==> src/rtl/noc_vc_rx_buffer_if.sv <==
// Shared NoC widths/packet type and the VC link interface.
// Packet layout is {data, x, y}; credits return one-hot per VC.
package common_pkg;
  localparam int DEFAULT_VC_W = 2;
  localparam int DEFAULT_X_W  = 4;
  localparam int DEFAULT_Y_W  = 4;
  localparam int DEFAULT_D_W  = 8;

  typedef struct packed {
    logic [DEFAULT_D_W-1:0] data;
    logic [DEFAULT_X_W-1:0] x;
    logic [DEFAULT_Y_W-1:0] y;
  } noc_packet_s;
endpackage

interface noc_if
  import common_pkg::*;
#(
  parameter int VC_W = DEFAULT_VC_W,
  parameter int X_W  = DEFAULT_X_W,
  parameter int Y_W  = DEFAULT_Y_W,
  parameter int D_W  = DEFAULT_D_W
) ();
  localparam int PKT_W = D_W + X_W + Y_W;

  logic [VC_W-1:0]  vc_target;
  logic [PKT_W-1:0] packet;
  logic [VC_W-1:0]  vc_credit_gnt;

  modport sender (
    output vc_target,
    output packet,
    input  vc_credit_gnt
  );

  modport receiver (
    input  vc_target,
    input  packet,
    output vc_credit_gnt
  );
endinterface

==> src/rtl/noc_vc_rx_buffer.sv <==
// Per-VC receive FIFOs with round-robin output and credit return.
// Optional sticky overflow flag: NOC_RX_OVERFLOW_CHECK_EN.
module noc_vc_rx_buffer
  import common_pkg::*;
#(
  parameter int VC_W  = DEFAULT_VC_W,
  parameter int X_W   = DEFAULT_X_W,
  parameter int Y_W   = DEFAULT_Y_W,
  parameter int D_W   = DEFAULT_D_W,
  parameter int DEPTH = 4,
  localparam int PKT_W = D_W + X_W + Y_W
) (
  input  logic             clk,
  input  logic             rst,
  noc_if.receiver          rx,
  output logic             out_valid,
  input  logic             out_ready,
  output logic [VC_W-1:0]  out_vc,
  output logic [PKT_W-1:0] out_packet,
  output logic             err_overflow
);

  localparam int AW = $clog2(DEPTH);
  localparam int IW = (VC_W > 1) ? $clog2(VC_W) : 1;

  typedef enum logic {IDLE, HOLD} state_t;

  state_t state_q, state_d;

  logic [PKT_W-1:0] mem [VC_W][DEPTH];
  logic [AW:0]      wr_ptr [VC_W];
  logic [AW:0]      rd_ptr [VC_W];

  logic [VC_W-1:0] nempty;
  logic [VC_W-1:0] full;
  logic [VC_W-1:0] push;
  logic [VC_W-1:0] pop;
  logic [VC_W-1:0] gnt_q;

  logic [IW-1:0] rr_q;
  logic [IW-1:0] hold_q;
  logic [IW-1:0] pick;
  logic [IW-1:0] sel;
  logic          found;
  logic          accept;

  for (genvar i = 0; i < VC_W; i++) begin : g_vc
    assign nempty[i] = wr_ptr[i] != rd_ptr[i];
    assign full[i] =
      (wr_ptr[i][AW] != rd_ptr[i][AW]) &&
      (wr_ptr[i][AW-1:0] == rd_ptr[i][AW-1:0]);

    // Advance write/read pointers on accepted push and pop.
    always_ff @(posedge clk or posedge rst) begin
      if (rst) begin
        wr_ptr[i] <= '0;
        rd_ptr[i] <= '0;
      end else begin
        if (push[i]) wr_ptr[i] <= wr_ptr[i] + 1'b1;
        if (pop[i])  rd_ptr[i] <= rd_ptr[i] + 1'b1;
      end
    end

    // Store the incoming packet at the write slot.
    always_ff @(posedge clk) begin
      if (push[i]) mem[i][wr_ptr[i][AW-1:0]] <= rx.packet;
    end
  end

  // Round-robin search from the priority pointer.
  always_comb begin
    pick  = rr_q;
    found = 1'b0;
    for (int k = 0; k < VC_W; k++) begin
      if (!found && nempty[(int'(rr_q) + k) % VC_W]) begin
        pick  = IW'((int'(rr_q) + k) % VC_W);
        found = 1'b1;
      end
    end
  end

  // Selection FSM: lock the presented VC while stalled.
  always_comb begin
    state_d   = state_q;
    sel       = pick;
    out_valid = found;
    if (state_q == HOLD) begin
      sel       = hold_q;
      out_valid = 1'b1;
    end
    accept = out_valid && out_ready;
    unique case (state_q)
      IDLE: if (out_valid && !out_ready) state_d = HOLD;
      HOLD: if (out_ready) state_d = IDLE;
    endcase
  end

  assign out_vc = out_valid ? (VC_W'(1) << sel) : '0;
  assign out_packet = mem[sel][rd_ptr[sel][AW-1:0]];
  assign pop = out_vc & {VC_W{out_ready}};
  assign push = rx.vc_target & (~full | pop);
  assign rx.vc_credit_gnt = gnt_q;

  // FSM state, locked VC, rr pointer and registered credits.
  always_ff @(posedge clk or posedge rst) begin
    if (rst) begin
      state_q <= IDLE;
      hold_q  <= '0;
      rr_q    <= '0;
      gnt_q   <= '0;
    end else begin
      state_q <= state_d;
      gnt_q   <= pop;
      if (state_q == IDLE && state_d == HOLD) hold_q <= sel;
      if (accept) rr_q <= IW'((int'(sel) + 1) % VC_W);
    end
  end

`ifdef NOC_RX_OVERFLOW_CHECK_EN
  logic [VC_W-1:0] drop;
  logic            err_q;

  assign drop = rx.vc_target & full & ~pop;

  // Sticky flag set one cycle after any dropped push.
  always_ff @(posedge clk or posedge rst) begin
    if (rst) err_q <= 1'b0;
    else if (|drop) err_q <= 1'b1;
  end

  assign err_overflow = err_q;

`ifdef SIMULATION
  a_no_drop: assert property (
    @(posedge clk) disable iff (rst) !(|drop)
  ) else $error("push to full VC dropped");
`endif
`else
  assign err_overflow = 1'b0;
`endif

endmodule

==> src/flat_wrapper.sv <==
// flat-port wrapper written by rule: the top's interface ports become plain ports
module noc_vc_rx_buffer_flat import common_pkg::*;
#(
  parameter int VC_W  = DEFAULT_VC_W,
  parameter int X_W   = DEFAULT_X_W,
  parameter int Y_W   = DEFAULT_Y_W,
  parameter int D_W   = DEFAULT_D_W,
  parameter int DEPTH = 4,
  localparam int PKT_W = D_W + X_W + Y_W
)
  (clk, rst, out_valid, out_ready, out_vc, out_packet, err_overflow, rx_vc_target, rx_packet, rx_vc_credit_gnt);
  noc_if #(.VC_W(VC_W), .X_W(X_W), .Y_W(Y_W), .D_W(D_W)) rx_i ();
  input  logic clk;
  input  logic rst;
  output logic out_valid;
  input  logic out_ready;
  output logic [VC_W-1:0] out_vc;
  output logic [PKT_W-1:0] out_packet;
  output logic err_overflow;
  input wire logic [$bits(rx_i.vc_target)-1:0] rx_vc_target;
  input wire logic [$bits(rx_i.packet)-1:0] rx_packet;
  output wire logic [$bits(rx_i.vc_credit_gnt)-1:0] rx_vc_credit_gnt;
  assign rx_i.vc_target = rx_vc_target;
  assign rx_i.packet = rx_packet;
  assign rx_vc_credit_gnt = rx_i.vc_credit_gnt;
  noc_vc_rx_buffer #(.VC_W(VC_W), .X_W(X_W), .Y_W(Y_W), .D_W(D_W), .DEPTH(DEPTH)) u_core (.clk(clk), .rst(rst), .rx(rx_i), .out_valid(out_valid), .out_ready(out_ready), .out_vc(out_vc), .out_packet(out_packet), .err_overflow(err_overflow));
endmodule
==> config.mk <==
export PLATFORM = sky130hd
export DESIGN_NAME = noc_vc_rx_buffer_flat
export DESIGN_NICKNAME = d
export VERILOG_FILES = /design/src/rtl/noc_vc_rx_buffer_if.sv /design/src/rtl/noc_vc_rx_buffer.sv /design/src/flat_wrapper.sv
export SDC_FILE = /design/constraint.sdc
export NUM_CORES = 1
export LEC_CHECK = 0
export CAP_MARGIN = 10
export CORE_UTILIZATION = 29
export CTS_BUF_LIST = sky130_fd_sc_hd__clkbuf_4
export DETAILED_ROUTE_END_ITERATION = 6
export GPL_ROUTABILITY_DRIVEN = 0
export PLACE_DENSITY = 0.55
export SYNTH_ARGS = -nofsm -noshare
export SYNTH_HDL_FRONTEND = slang
export SYNTH_SLANG_ARGS = --single-unit
==> constraint.sdc <==
create_clock -name clk -period 2.8 [get_ports clk]
set_clock_uncertainty 0.2 [all_clocks]
set_input_delay 0.42 -clock clk [delete_from_list [all_inputs] [get_ports clk]]
set_output_delay 0.42 -clock clk [all_outputs]
set_load 0.01 [all_outputs]
---- After elaboration in Yosys (flattened, before gate mapping) ----
Memories as Yosys holds them, arrays and structs flattened.
Index checks and enable logic that the tools add are counted.
word-level totals
  output and inout bits ................... 22
  memories ................................ 1
  flip-flop bits (word level) ............. 17
  input port bits ......................... 21
  bits in writable memories ............... 128
memory list
  memory      depth  bits a word  rd ports  clocked after memory_dff  wr ports  RTL line                source
  u_core.mem  2      64           1         0                         2         noc_vc_rx_buffer.sv:30  logic [PKT_W-1:0] mem [VC_W][DEPTH];
operators by class
  shift operators ......................... 1
  bitwise logic cells ..................... 10
  multiplexer cells ....................... 28
  $add $sub $neg .......................... 6
  reductions and logical operators ........ 10
  magnitude comparators ................... 8
  equal/unequal tests ..................... 6
operators by type and width
  cell                                                         count
  two-way mux 64 bit                                           2
  demux 16 bit (select 2 bit)                                  2
  two-way mux 16 bit                                           4
  binary-select mux 16 bit (select 2 bit)                      1
  two-way mux 1 bit                                            14
  adder 3 x 1 -> 3 bit (second input constant)                 4
  >= comparator 3 bit (second input constant)                  3
  NOT 2 -> 3 bit                                               3
  logical AND 1 bit                                            8
  two-way mux 2 bit                                            4
  less-than comparator 3 x 1 -> 1 bit (second input constant)  2
  != test 3 bit                                                2
  bitwise AND 2 bit                                            2
  == test 2 bit                                                2
  less-than comparator 2 x 3 -> 1 bit (second input constant)  1
  adder 1 bit (second input constant)                          2
  >= comparator 2 bit (second input constant)                  1
  zero test 1 bit                                              2
  less-than comparator 1 x 2 -> 1 bit (second input constant)  1
  != test 1 bit                                                2
  NOT 1 -> 2 bit                                               1
  NOT 2 bit                                                    1
  OR 2 bit                                                     1
  one-hot mux 1 bit (2 select lines)                           1
  3 further kinds                                              3

---- Depth between registers and ports, before layout ----
Gate-level depths: netlist of run 1.
  depth in word-level cells ............... 16
  mapped depth ............................ 6

---- Least setup slack after synthesis of run 1 ----
No wires, ideal clock.
  path type ............................... reg2reg
  start ................................... register u_core.rd_ptr[3] (netlist bit)
  end ..................................... memory u_core.mem[1][0] (netlist bit) (enable)
  library setup time ...................... 0.388 ns
  cell stages (with the launch flop) ...... 6
  required time ........................... 2.212 ns
  period minus slack after synthesis ...... 2.829 ns
  path buffers ............................ 1
  arrival time ............................ 2.240 ns
  setup slack ............................. -0.029 ns
  cell sequence ........................... dfrtp_1 -> buf_6 -> xnor2_1 -> a31oi_1 -> o31a_1 -> nor2_1
RTL lines
  item                              RTL line                source
  start: declaration                noc_vc_rx_buffer.sv:32  logic [AW:0] rd_ptr [VC_W];
  start signal: indexed assignment  noc_vc_rx_buffer.sv:60  if (pop[i]) rd_ptr[i] <= rd_ptr[i] + 1'b1;
  end: declaration                  noc_vc_rx_buffer.sv:30

---- Worst setup path in the final report of run 1 ----
  start ................................... register u_core.wr_ptr[1] (netlist bit)
  end ..................................... output out_packet[5]
between the ends
  cells in the longest elaborated chain, start to end .. 16
  elaborated cells between the ends (all ways) .. 20
ends and longest elaborated chain
  item                                                        RTL line                source
  start: declaration                                          noc_vc_rx_buffer.sv:31  logic [AW:0] wr_ptr [VC_W];
  start signal: indexed assignment                            noc_vc_rx_buffer.sv:59  if (push[i]) wr_ptr[i] <= wr_ptr[i] + 1'b1;
  != test 3 bit (*)                                           noc_vc_rx_buffer.sv:48  assign nempty[i] = wr_ptr[i] != rd_ptr[i];
  two-way mux 1 bit (not written as such) (2 in series)       noc_vc_rx_buffer.sv:75  if (!found && nempty[(int'(rr_q) + k) % VC_W]) begin
  two-way mux 1 bit                                           noc_vc_rx_buffer.sv:75
  zero test 1 bit                                             noc_vc_rx_buffer.sv:75
  logical AND 1 bit (*)                                       noc_vc_rx_buffer.sv:75
  two-way mux 1 bit (*)                                       noc_vc_rx_buffer.sv:75
  two-way mux 1 bit (*)                                       noc_vc_rx_buffer.sv:87  if (state_q == HOLD) begin
  NOT 1 -> 2 bit (not written as such)                        noc_vc_rx_buffer.sv:99  assign out_packet = mem[sel][rd_ptr[sel][AW-1:0]];
  two-way mux 2 bit (not written as such) (3 in series)       noc_vc_rx_buffer.sv:99
  NOT 2 -> 3 bit (not written as such)                        noc_vc_rx_buffer.sv:99
  binary-select mux 16 bit (select 2 bit) (*)                 noc_vc_rx_buffer.sv:99
  two-way mux 16 bit (not written as such) (*) (2 in series)  noc_vc_rx_buffer.sv:99
  end: declaration                                            flat_wrapper.sv:18      output logic [PKT_W-1:0] out_packet;
Every way passes the cells marked *; elsewhere a longest branch is shown, timed or not. The select of a mux whose other input is x is not followed.

==> impl_metrics.toml, run 1 <==
[run_status]
run_status = "finished, violations left"
violations = "setup timing"

[worst_setup_path]
critical_path.slowest_cell = "sky130_fd_sc_hd__dfrtp_2"
ff2ff_setup_slack_ps = 270
rr_worst_depth = 8
worst_path_largest_cell_delay_ps = 460
worstPathRequired_ps = 2180
worst-setup-path-type = "flip-flop to output port"
worstPathArrival_ps = 2340
endpoint_kind_of_the_worst_setup_timing_path = "output port"
critical-path-top-delay-family = "compound AO/OA/AOI/OAI gates"
start_kind = "flip-flop"
cpMostUsedCell = "sky130_fd_sc_hd__buf_6"
endpoint_of_the_worst_register_to_register_path = "u_core.mem[1][25]"
critical_path.reg2reg.startpoint = "u_core.rd_ptr[2]"
critPathBufInv = 2
cp_max_fo = 5
timing.critical_path.cells = "xor2_4, o41ai_4, a31oi_4, buf_6, mux2_4, buf_6"

[cts]
cts.clk_slew.worst_paths_ps = 130
insertion_delay_of_the_later_clocked_pin_in_the_worst_skew_pair_ps = 540
ctsLongestPathBuffers = 2
clock_tree.root_cell = "sky130_fd_sc_hd__clkbuf_4"
cts_buffers = 17
cts.htree.levels = 4
number_of_sinks_driven_by_the_clock_tree = 145
cts_tree = "yes"

[sta]
final_critical_path_setup_slack_ps = -159
maxClockFrequency_ghz = 0.338
tightestPinTransition_ps = 720
setup-violations-final = 17
totalNegativeSetupSlack_ps = -2170
report.final.slew_viol_count = 0
finalHoldViolations = 0
fin_crit_sh = 1.06
max_slew_margin = 0.519
setup_repair_after_global_routing_missed_its_margin = "yes"
layout_min_cycle_time_ps = 2960

[synth]
netlist.top_cell.by_area = "sky130_fd_sc_hd__edfxtp_1"
ys_warn_count = 0
synth_flop_cell = "sky130_fd_sc_hd__edfxtp_1"
synthesis.area_sq_mm = 0.00618
synth_enable_flop_cells = 128
yosysUniqueCellTypes = 53
synth_top_area_share = 0.622
mappedNetlistNets = 342
postSynth.asyncResetShare = 0.117
syn_inst = 311
syn_area_per_cell_sq_um = 19.9
synth_seq_area_share = 0.691
ys_ff_latch = 145
synth_area_leaders = "sky130_fd_sc_hd__edfxtp_1, sky130_fd_sc_hd__mux4_2, sky130_fd_sc_hd__dfrtp_1"

[route]
topRoutingLayerUsed = "met4"
drt_pass1_iterations = 4
wirelength_um = 13100
postRouteAntennaNets = 0
drcViolationCount = 0
wl_per_cell_um = 18.5
post_drt_via_cell_ratio = 4.61
vias = 3270
met1_wire_length_um = 6030
drt_initial_violations = 184
met2RoutedLength_um = 6400
route.met3.wl_um = 380

[power_and_ir_drop]
pwr-share-seq = 0.337
combPwrFrac = 0.519
power_density_mw_per_mm2 = 1180
power.leakage_nw = 2.79
switching_share = 0.345
cell_internal_pwr_mw = 6.06
clockPowerShare = 0.144
power.ir.vdd_worst_uv = 409
netSwitchingPower_mw = 3.19

[global_routing]
globalRouteTotalUtil = 0.129
maximum_number_of_pins_on_one_net_before_global_route_repair = 20
first_global_vias = 3440
grt_overflow_total = 0
grt_antenna_before_repair = 1
grt_first_pass_wirelength_um = 20100

[cells_and_area]
area.growth.synth_to_final_pct = 26.8
num-fill-cells = 1996
final_net_count = 451
stdcell_area_sq_mm = 0.00784
drive_gt1_frac = 0.425
top_library_cells_by_usage_in_the_layout_fill_and_taps_aside = "sky130_fd_sc_hd__edfxtp_1, sky130_fd_sc_hd__buf_4, sky130_fd_sc_hd__mux4_2, sky130_fd_sc_hd__buf_6, sky130_fd_sc_hd__clkdlybuf4s50_1"
most_common_cell_after_layout_fill_and_taps_aside = "sky130_fd_sc_hd__edfxtp_1"

[floorplanning]
core_sq_mm = 0.0210
initial_utilization = 0.295
die_area_sq_mm = 0.0219
fp.dieW_um = 148
num_io_pins = 43
fp-row-count = 53
die_h_um = 148

[flow_run]
drv.max_cap_violation_count = 0

[worst_hold_path]
worst_hold_path_type = "input pin to async pin"

[place]
postPlaceCellArea_sq_mm = 0.00729
port-buffer-count = 41
placement.setup.worst_slack_ps = -390
detail_placement_hpwl_um = 7980
==> registers in the layout, indices dropped and copies added (netlist names) <==
signal and count:
u_core.rd_ptr 6, u_core.mem 128, u_core.hold_q 1, u_core.rx.vc_credit_gnt 2
u_core.state_q 1, u_core.wr_ptr 6, u_core.rr_q 1
==> layer usage <==
| layer | track usage | vias up |
|---|---|---|
| li1 | - | 1486 |
| met1 | 0.165 | 1688 |
| met2 | 0.205 | 76 |
| met3 | 0.0306 | 20 |
| met4 | 0.0593 | 0 |
| met5 | 0 | - |
==> how the worst max path moves through the flow <==
stage	endpoint	slack (ps)	depth (start not counted)	startpoint
after floorplan	u_core.mem[1][0]	-30	5	u_core.rd_ptr[3]
after global placement	out_packet[0]	-380	5	u_core.rd_ptr[5]
after detailed placement	out_packet[0]	-390	5	u_core.rd_ptr[5]
after CTS	out_packet[9]	-300	7	u_core.state_q
after global routing	out_packet[5]	-250	6	u_core.wr_ptr[1]
final	out_packet[5]	-160	6	u_core.wr_ptr[1]
==> cells in the mapped netlist (2+ instances only) <==
cell / count
sky130_fd_sc_hd__edfxtp_1: 128
sky130_fd_sc_hd__mux4_2: 29
sky130_fd_sc_hd__dfrtp_1: 17
sky130_fd_sc_hd__nand2_1: 11
sky130_fd_sc_hd__ha_1: 10
sky130_fd_sc_hd__mux2_4: 10
sky130_fd_sc_hd__inv_1: 8
sky130_fd_sc_hd__mux2_2: 8
sky130_fd_sc_hd__nor2_1: 7
sky130_fd_sc_hd__xor2_1: 6
sky130_fd_sc_hd__clkbuf_1: 5
sky130_fd_sc_hd__xnor2_1: 5
sky130_fd_sc_hd__a31oi_1: 4
sky130_fd_sc_hd__nor3_1: 4
sky130_fd_sc_hd__and2_1: 3
sky130_fd_sc_hd__and3b_1: 3
sky130_fd_sc_hd__buf_6: 3
sky130_fd_sc_hd__mux4_1: 3
sky130_fd_sc_hd__nand3_1: 3
sky130_fd_sc_hd__o21ai_0: 3
sky130_fd_sc_hd__o311ai_0: 3
sky130_fd_sc_hd__a311o_2: 2
sky130_fd_sc_hd__buf_2: 2
sky130_fd_sc_hd__nand4_1: 2
sky130_fd_sc_hd__o2111ai_1: 2
sky130_fd_sc_hd__o31ai_1: 2
sky130_fd_sc_hd__xor2_4: 2
==> layout make-up <==
class,instances,area [sq um],share of cell area
clock buffers,18,135,0.0172
diodes,1,2.50,0.000319
flip-flops and latches,145,4270,0.545
inverters,8,30.0,0.00383
clock inverters,14,153,0.0195
repair buffers,103,1020,0.130
well taps,275,344,0.0439
multi-input cells,145,1880,0.239
==> repair_timing <==
action | CTS | global route
buffers inserted | 12 | 4
gates cloned | 1 | 0
hold buffers | 0 | 0
endpoints found under the setup margin | 19 | 19
resized for setup | 115 | 12
pin swaps | 8 | 7
==> logic make-up (layout without fill, tap and decap cells) <==
logic type	Yosys count	count (layout)	synth area share
AND/OR/NAND/NOR	41	41	0.0368
flip-flops	145	145	0.691
other	1	2	0.000607
AO/OA/AOI/OAI	28	28	0.0447
XOR/XNOR	15	15	0.0298
buffers and inverters	21	143	0.0200
multiplexers	50	50	0.157
adder cells (fa/ha/maj)	10	10	0.0202
==> worst reg2reg max path, stage by stage (launching register included) <==
cell,delay (ps)
sky130_fd_sc_hd__dfrtp_1,430
sky130_fd_sc_hd__xor2_2,320
sky130_fd_sc_hd__buf_4,170
sky130_fd_sc_hd__buf_4,120
sky130_fd_sc_hd__o41ai_4,60
sky130_fd_sc_hd__buf_4,160
sky130_fd_sc_hd__o31a_1,330
sky130_fd_sc_hd__nor2_1,260
sky130_fd_sc_hd__buf_12,200
==> stage by stage <==
step / hold WS, ps / cells / total power, mW / util
global placement: 370 / 663 / 7.41 / 0.348
global route: 113 / 709 / 9.77 / 0.374
detailed placement: 381 / 663 / 7.45 / 0.348
CTS: 69.3 / 707 / 9.43 / 0.374
floorplan: 146 / 311 / 5.61 / -
finish: 84.6 / 709 / 9.25 / 0.374
==> power by group through the flow <==
stage	sequential, mW	clock, mW	combinational [mW]
after floorplan	3.15	0	2.47
after global placement	3.13	0	4.29
after detailed placement	3.15	0	4.30
after CTS	3.13	1.39	4.91
after global routing	3.17	1.46	5.14
final	3.12	1.33	4.79
Note: power is estimated with default switching activity, not from simulation.
==> run 2: changes to the inputs <==
- CTS_CLUSTER_DIAMETER: default -> 200
==> results of run 2 <==
No change in the layout: final DEF, timing and power equal those of run 1.
==> run 3: changes to the inputs <==
- SETUP_SLACK_MARGIN: default -> 0.15
==> impl_metrics.toml, run 3 (same netlist as run 1, synthesis figures left out) <==
[run_status]
run_status = "finished, violations left"
violations = "setup timing"

[global_routing]
grt_first_pass_wirelength_um = 20400
grt_overflow_total = 0
first_global_vias = 3479
grt_antenna_before_repair = 1
globalRouteTotalUtil = 0.130
maximum_number_of_pins_on_one_net_before_global_route_repair = 20

[worst_setup_path]
endpoint_of_the_worst_register_to_register_path = "u_core.mem[1][32]"
worstPathArrival_ps = 2440
endpoint_kind_of_the_worst_setup_timing_path = "output port"
worst-setup-path-type = "flip-flop to output port"
start_kind = "flip-flop"
cp_max_fo = 5
rr_worst_depth = 11
ff2ff_setup_slack_ps = 240
critical_path.reg2reg.startpoint = "u_core.wr_ptr[2]"
worstPathRequired_ps = 2180

[cells_and_area]
most_common_cell_after_layout_fill_and_taps_aside = "sky130_fd_sc_hd__edfxtp_1"
num-fill-cells = 2001
sequential_cell_area_sq_mm = 0.00427
area.growth.synth_to_final_pct = 28.3
final_net_count = 458
drive_gt1_frac = 0.443
final_util = 0.378
multi_input_comb_area_sq_mm = 0.00190
largest_reg_flops = 128
top_library_cells_by_usage_in_the_layout_fill_and_taps_aside = "sky130_fd_sc_hd__edfxtp_1, sky130_fd_sc_hd__buf_4, sky130_fd_sc_hd__mux4_2, sky130_fd_sc_hd__clkdlybuf4s50_1, sky130_fd_sc_hd__buf_6"

[floorplanning]
fp-row-count = 53
num_io_pins = 43
initial_utilization = 0.295
fp.dieW_um = 148
core_sq_mm = 0.0210
die_h_um = 148
die_area_sq_mm = 0.0219

[route]
drcViolationCount = 0
drt_pass1_iterations = 4
postRouteAntennaNets = 0
post_drt_via_cell_ratio = 4.56
wirelength_um = 13400
vias = 3266
drt_initial_violations = 175
wl_per_cell_um = 18.8

[sta]
totalNegativeSetupSlack_ps = -3750
maxClockFrequency_ghz = 0.327
setup_repair_after_global_routing_missed_its_margin = "yes"
layout_min_cycle_time_ps = 3060
max_slew_margin = 0.514
finalHoldViolations = 0
tightestPinTransition_ps = 729
fin_crit_sh = 1.09
setup-violations-final = 16
final_critical_path_setup_slack_ps = -258
report.final.slew_viol_count = 0

[place]
detail_placement_hpwl_um = 7980
port-buffer-count = 41

[cts]
number_of_hold_buffers_added_after_cts = 0
ctsLongestPathBuffers = 2
cts.htree.levels = 4
cts_tree = "yes"
number_of_sinks_driven_by_the_clock_tree = 145
cts.clk_slew.worst_paths_ps = 130
insertion_delay_of_the_later_clocked_pin_in_the_worst_skew_pair_ps = 540
cts_buffers = 17
clock_tree.root_cell = "sky130_fd_sc_hd__clkbuf_4"

[power_and_ir_drop]
power_density_mw_per_mm2 = 1190
power.ir.vdd_worst_uv = 397
power.leakage_nw = 2.83

[flow_run]
drv.max_cap_violation_count = 0

[worst_hold_path]
worst_hold_path_type = "input pin to async pin"
run 3: cell count changes in the layout (fill, tap and decap cells not counted), sizes merged:
| cell | previous run | this run |
|---|---|---|
| buf | 79 | 87 |
| clkbuf | 20 | 19 |
run 3: metrics by stage:
stage	power, mW	area [sq um]	cells	hold slack, ps	worst slack, ps
after floorplan	5.61	6180	311	146	-28.7
after global placement	7.41	7290	663	370	-383
after detailed placement	7.45	7290	663	381	-390
after CTS	9.44	7860	708	69.3	-276
after global routing	9.98	7930	716	113	-336
final	9.45	7930	716	88.3	-258
run 3: how the worst max path moves through the flow:
stage / start / end / slack (ps) / depth (start not counted)
after floorplan: u_core.rd_ptr[3] / u_core.mem[1][0] / -30 / 5
after global placement: u_core.rd_ptr[5] / out_packet[0] / -380 / 5
after detailed placement: u_core.rd_ptr[5] / out_packet[0] / -390 / 5
after CTS: u_core.wr_ptr[2] / out_packet[7] / -280 / 7
after global routing: u_core.wr_ptr[2] / out_packet[12] / -340 / 8
final: u_core.wr_ptr[2] / out_packet[5] / -260 / 8
run 3: layout make-up:
cell class	instances	share of cell area
diodes	1	0.000316
flip-flops and latches	145	0.539
well taps	275	0.0434
clock inverters	14	0.0192
clock buffers	18	0.0170
repair buffers	110	0.138
multi-input cells	145	0.239
inverters	8	0.00379
run 3: routing by layer:
metal | up-vias | wire [um] | global-route usage
li1 | 1501 | - | -
met1 | 1680 | 6040 | 0.166
met2 | 64 | 6670 | 0.209
met3 | 21 | 379 | 0.0306
met4 | 0 | 346 | 0.0619
met5 | - | 0 | 0
run 3: what timing repair did:
action / 4_1_cts / 5_1_grt
gates cloned: 1 / 1
pin swaps: 10 / 8
gates resized for setup: 125 / 6
endpoints found under the setup margin: 19 / 83
buffers inserted: 12 / 6
run 3: critical path, cell delays in order (launching register included):
cell	delay, ps
sky130_fd_sc_hd__dfrtp_1	430
sky130_fd_sc_hd__xor2_2	180
sky130_fd_sc_hd__buf_6	130
sky130_fd_sc_hd__o41ai_4	350
sky130_fd_sc_hd__a31oi_4	50
sky130_fd_sc_hd__buf_4	170
sky130_fd_sc_hd__buf_16	140
sky130_fd_sc_hd__mux2_4	320
sky130_fd_sc_hd__buf_6	130
run 3: report_power, final:
group	leakage, nW	total, mW	switching [mW]	internal [mW]
Combinational	1.31	5.00	2.28	2.72
Sequential	1.37	3.12	0.196	2.92
Clock	0.147	1.33	0.780	0.552
Total	2.83	9.45	3.26	6.19
==> RTL edit: new RTL, flow settings as in run 1 <==
`DEPTH` is set to 4 in 2 places; all go to 8.
--- a/src/rtl/noc_vc_rx_buffer.sv
+++ b/src/rtl/noc_vc_rx_buffer.sv
@@ -7,7 +7,7 @@
   parameter int X_W   = DEFAULT_X_W,
   parameter int Y_W   = DEFAULT_Y_W,
   parameter int D_W   = DEFAULT_D_W,
-  parameter int DEPTH = 4,
+  parameter int DEPTH = 8,
   localparam int PKT_W = D_W + X_W + Y_W
 ) (
   input  logic             clk,
--- a/src/flat_wrapper.sv
+++ b/src/flat_wrapper.sv
@@ -5,7 +5,7 @@
   parameter int X_W   = DEFAULT_X_W,
   parameter int Y_W   = DEFAULT_Y_W,
   parameter int D_W   = DEFAULT_D_W,
-  parameter int DEPTH = 4,
+  parameter int DEPTH = 8,
   localparam int PKT_W = D_W + X_W + Y_W
 )
   (clk, rst, out_valid, out_ready, out_vc, out_packet, err_overflow, rx_vc_target, rx_packet, rx_vc_credit_gnt);
Function: no difference found for any inputs over 4 cycles, from zero or initial values and one cycle with rst high; that may be too few to reach the edited logic, so the function may still have changed.
==> RTL edit against run 1 <==
The run still ends with setup timing left. Critical path depth up 6. Worst setup slack worse by 1.2 ns. Sequential power up 76%. Highest routed layer unchanged. Wire length up 140%. Count of clock-buffer cells in the layout up 85. Sequential cell count up 132. Synthesized cell count up 140%. Power up 110%. Cell area up 100%. Largest power group unchanged. Utilization up 2.5 points. Clock power rose to 2.6 times the old value. Via count up 130%. Synthesized area up 91%.
==> RTL edit: results <==
export IMPL_drt_iter0_markers=492
export IMPL_hpwl_mm=17.77
export IMPL_buf_share_pct=14.49
export IMPL_num_vias=7372
export IMPL_wl_mm=31.02
export IMPL_use_met3_pct=2.742
export IMPL_status="finished, violations left"
export IMPL_grt_pass1_wl_mm=46.80
export IMPL_seq_area_um2=8219
export IMPL_cp_slowest_cell="or4_4"
export IMPL_grt_pass1_vias=7545
export IMPL_clk_latency_ns=0.66
export IMPL_drive_gt1_share_pct=42.73
export IMPL_synth_seq_cells=277
export IMPL_grt_max_degree=61
export IMPL_critPathTopFamily="buffers and inverters"
export IMPL_hp_class="in2reg"
export IMPL_synth_xor_area_share_pct=1.481
export IMPL_worstReg2RegStart="u_core.wr_ptr[2]$_DFFE_PP0P_"
export IMPL_syn_inst=745
export IMPL_power_leakage_nw=5.582
export IMPL_post_cts_repair_setup_buffers=33
export IMPL_worst_pin_slew_ns=0.6248
export IMPL_synth_cell_types=39
export IMPL_viasPerCell=4.732
export IMPL_cts_buffers=70
export IMPL_globalRouteMet1Util_pct=19.43
export IMPL_holdBufCountCts=1
export IMPL_clk_share_pct=5.695
export IMPL_synth_fa_ha_area_share_pct=0.5182
export IMPL_inverters=6
export IMPL_r2r_slack_ns=-0.22
export IMPL_layout_setup_ws_ns=-1.385
export IMPL_postCtsResizedCells=121
export IMPL_setup_viol=155
export IMPL_whs_ns=0.2469
export IMPL_n_clock_buffer=103
export IMPL_use_met2_pct=25.98
export IMPL_pwr_share_clk_pct=18.0
export IMPL_reg2reg_depth=11
export IMPL_met2_length_mm=15.81
export IMPL_multi_input_area_share_pct=24.01
export IMPL_synth_nets=770
export IMPL_synth_area_mux_share_pct=12.68
export IMPL_dpl_cell_count=1380
export IMPL_place_ws_ns=-1.060
export IMPL_violations="setup timing"
export IMPL_signal_buffers=213
export IMPL_vdd_drop_max_v=0.0004256
export IMPL_r2r_end="u_core.mem[0][111]$_DFFE_PP_"
export IMPL_htreeDepth=3
export IMPL_synth_compound_area_share_pct=7.424
[RTL edit: cell count changes after synthesis, moves of 11 or more]
cell      change
edfxtp_1    +128
nand2_1      +73
a31oi_1      +11
a21oi_1      +30
mux2_2       +27
nor2_1       +19
buf_2        +16
o21ai_0      +40
nor3_1       +37
clkbuf_1     +16
mux2i_1      +34
[RTL edit: metrics by stage]
stage	total power, W	util (%)	cell area (um2)	setup TNS [ns]
after global routing	0.02008	39.87	15950	-60.42
after detailed placement	0.01431	35.57	14230	-21.30
final	0.01905	39.87	15950	-36.91
after floorplan	0.01047	-	12160	-15.74
after global placement	0.01426	35.57	14230	-21.83
after CTS	0.01887	39.35	15740	-53.50
[RTL edit: worst register-to-register path: stages, from the launching register on]
cell and delay, ns:
dfrtp_1 0.40, xor2_2 0.19, buf_4 0.15, o41a_1 0.41, o31a_1 0.28, buf_6 0.13
o21ai_4 0.19, buf_6 0.13, nand2_4 0.07, buf_12 0.14, nor3_4 0.19, buf_12 0.21
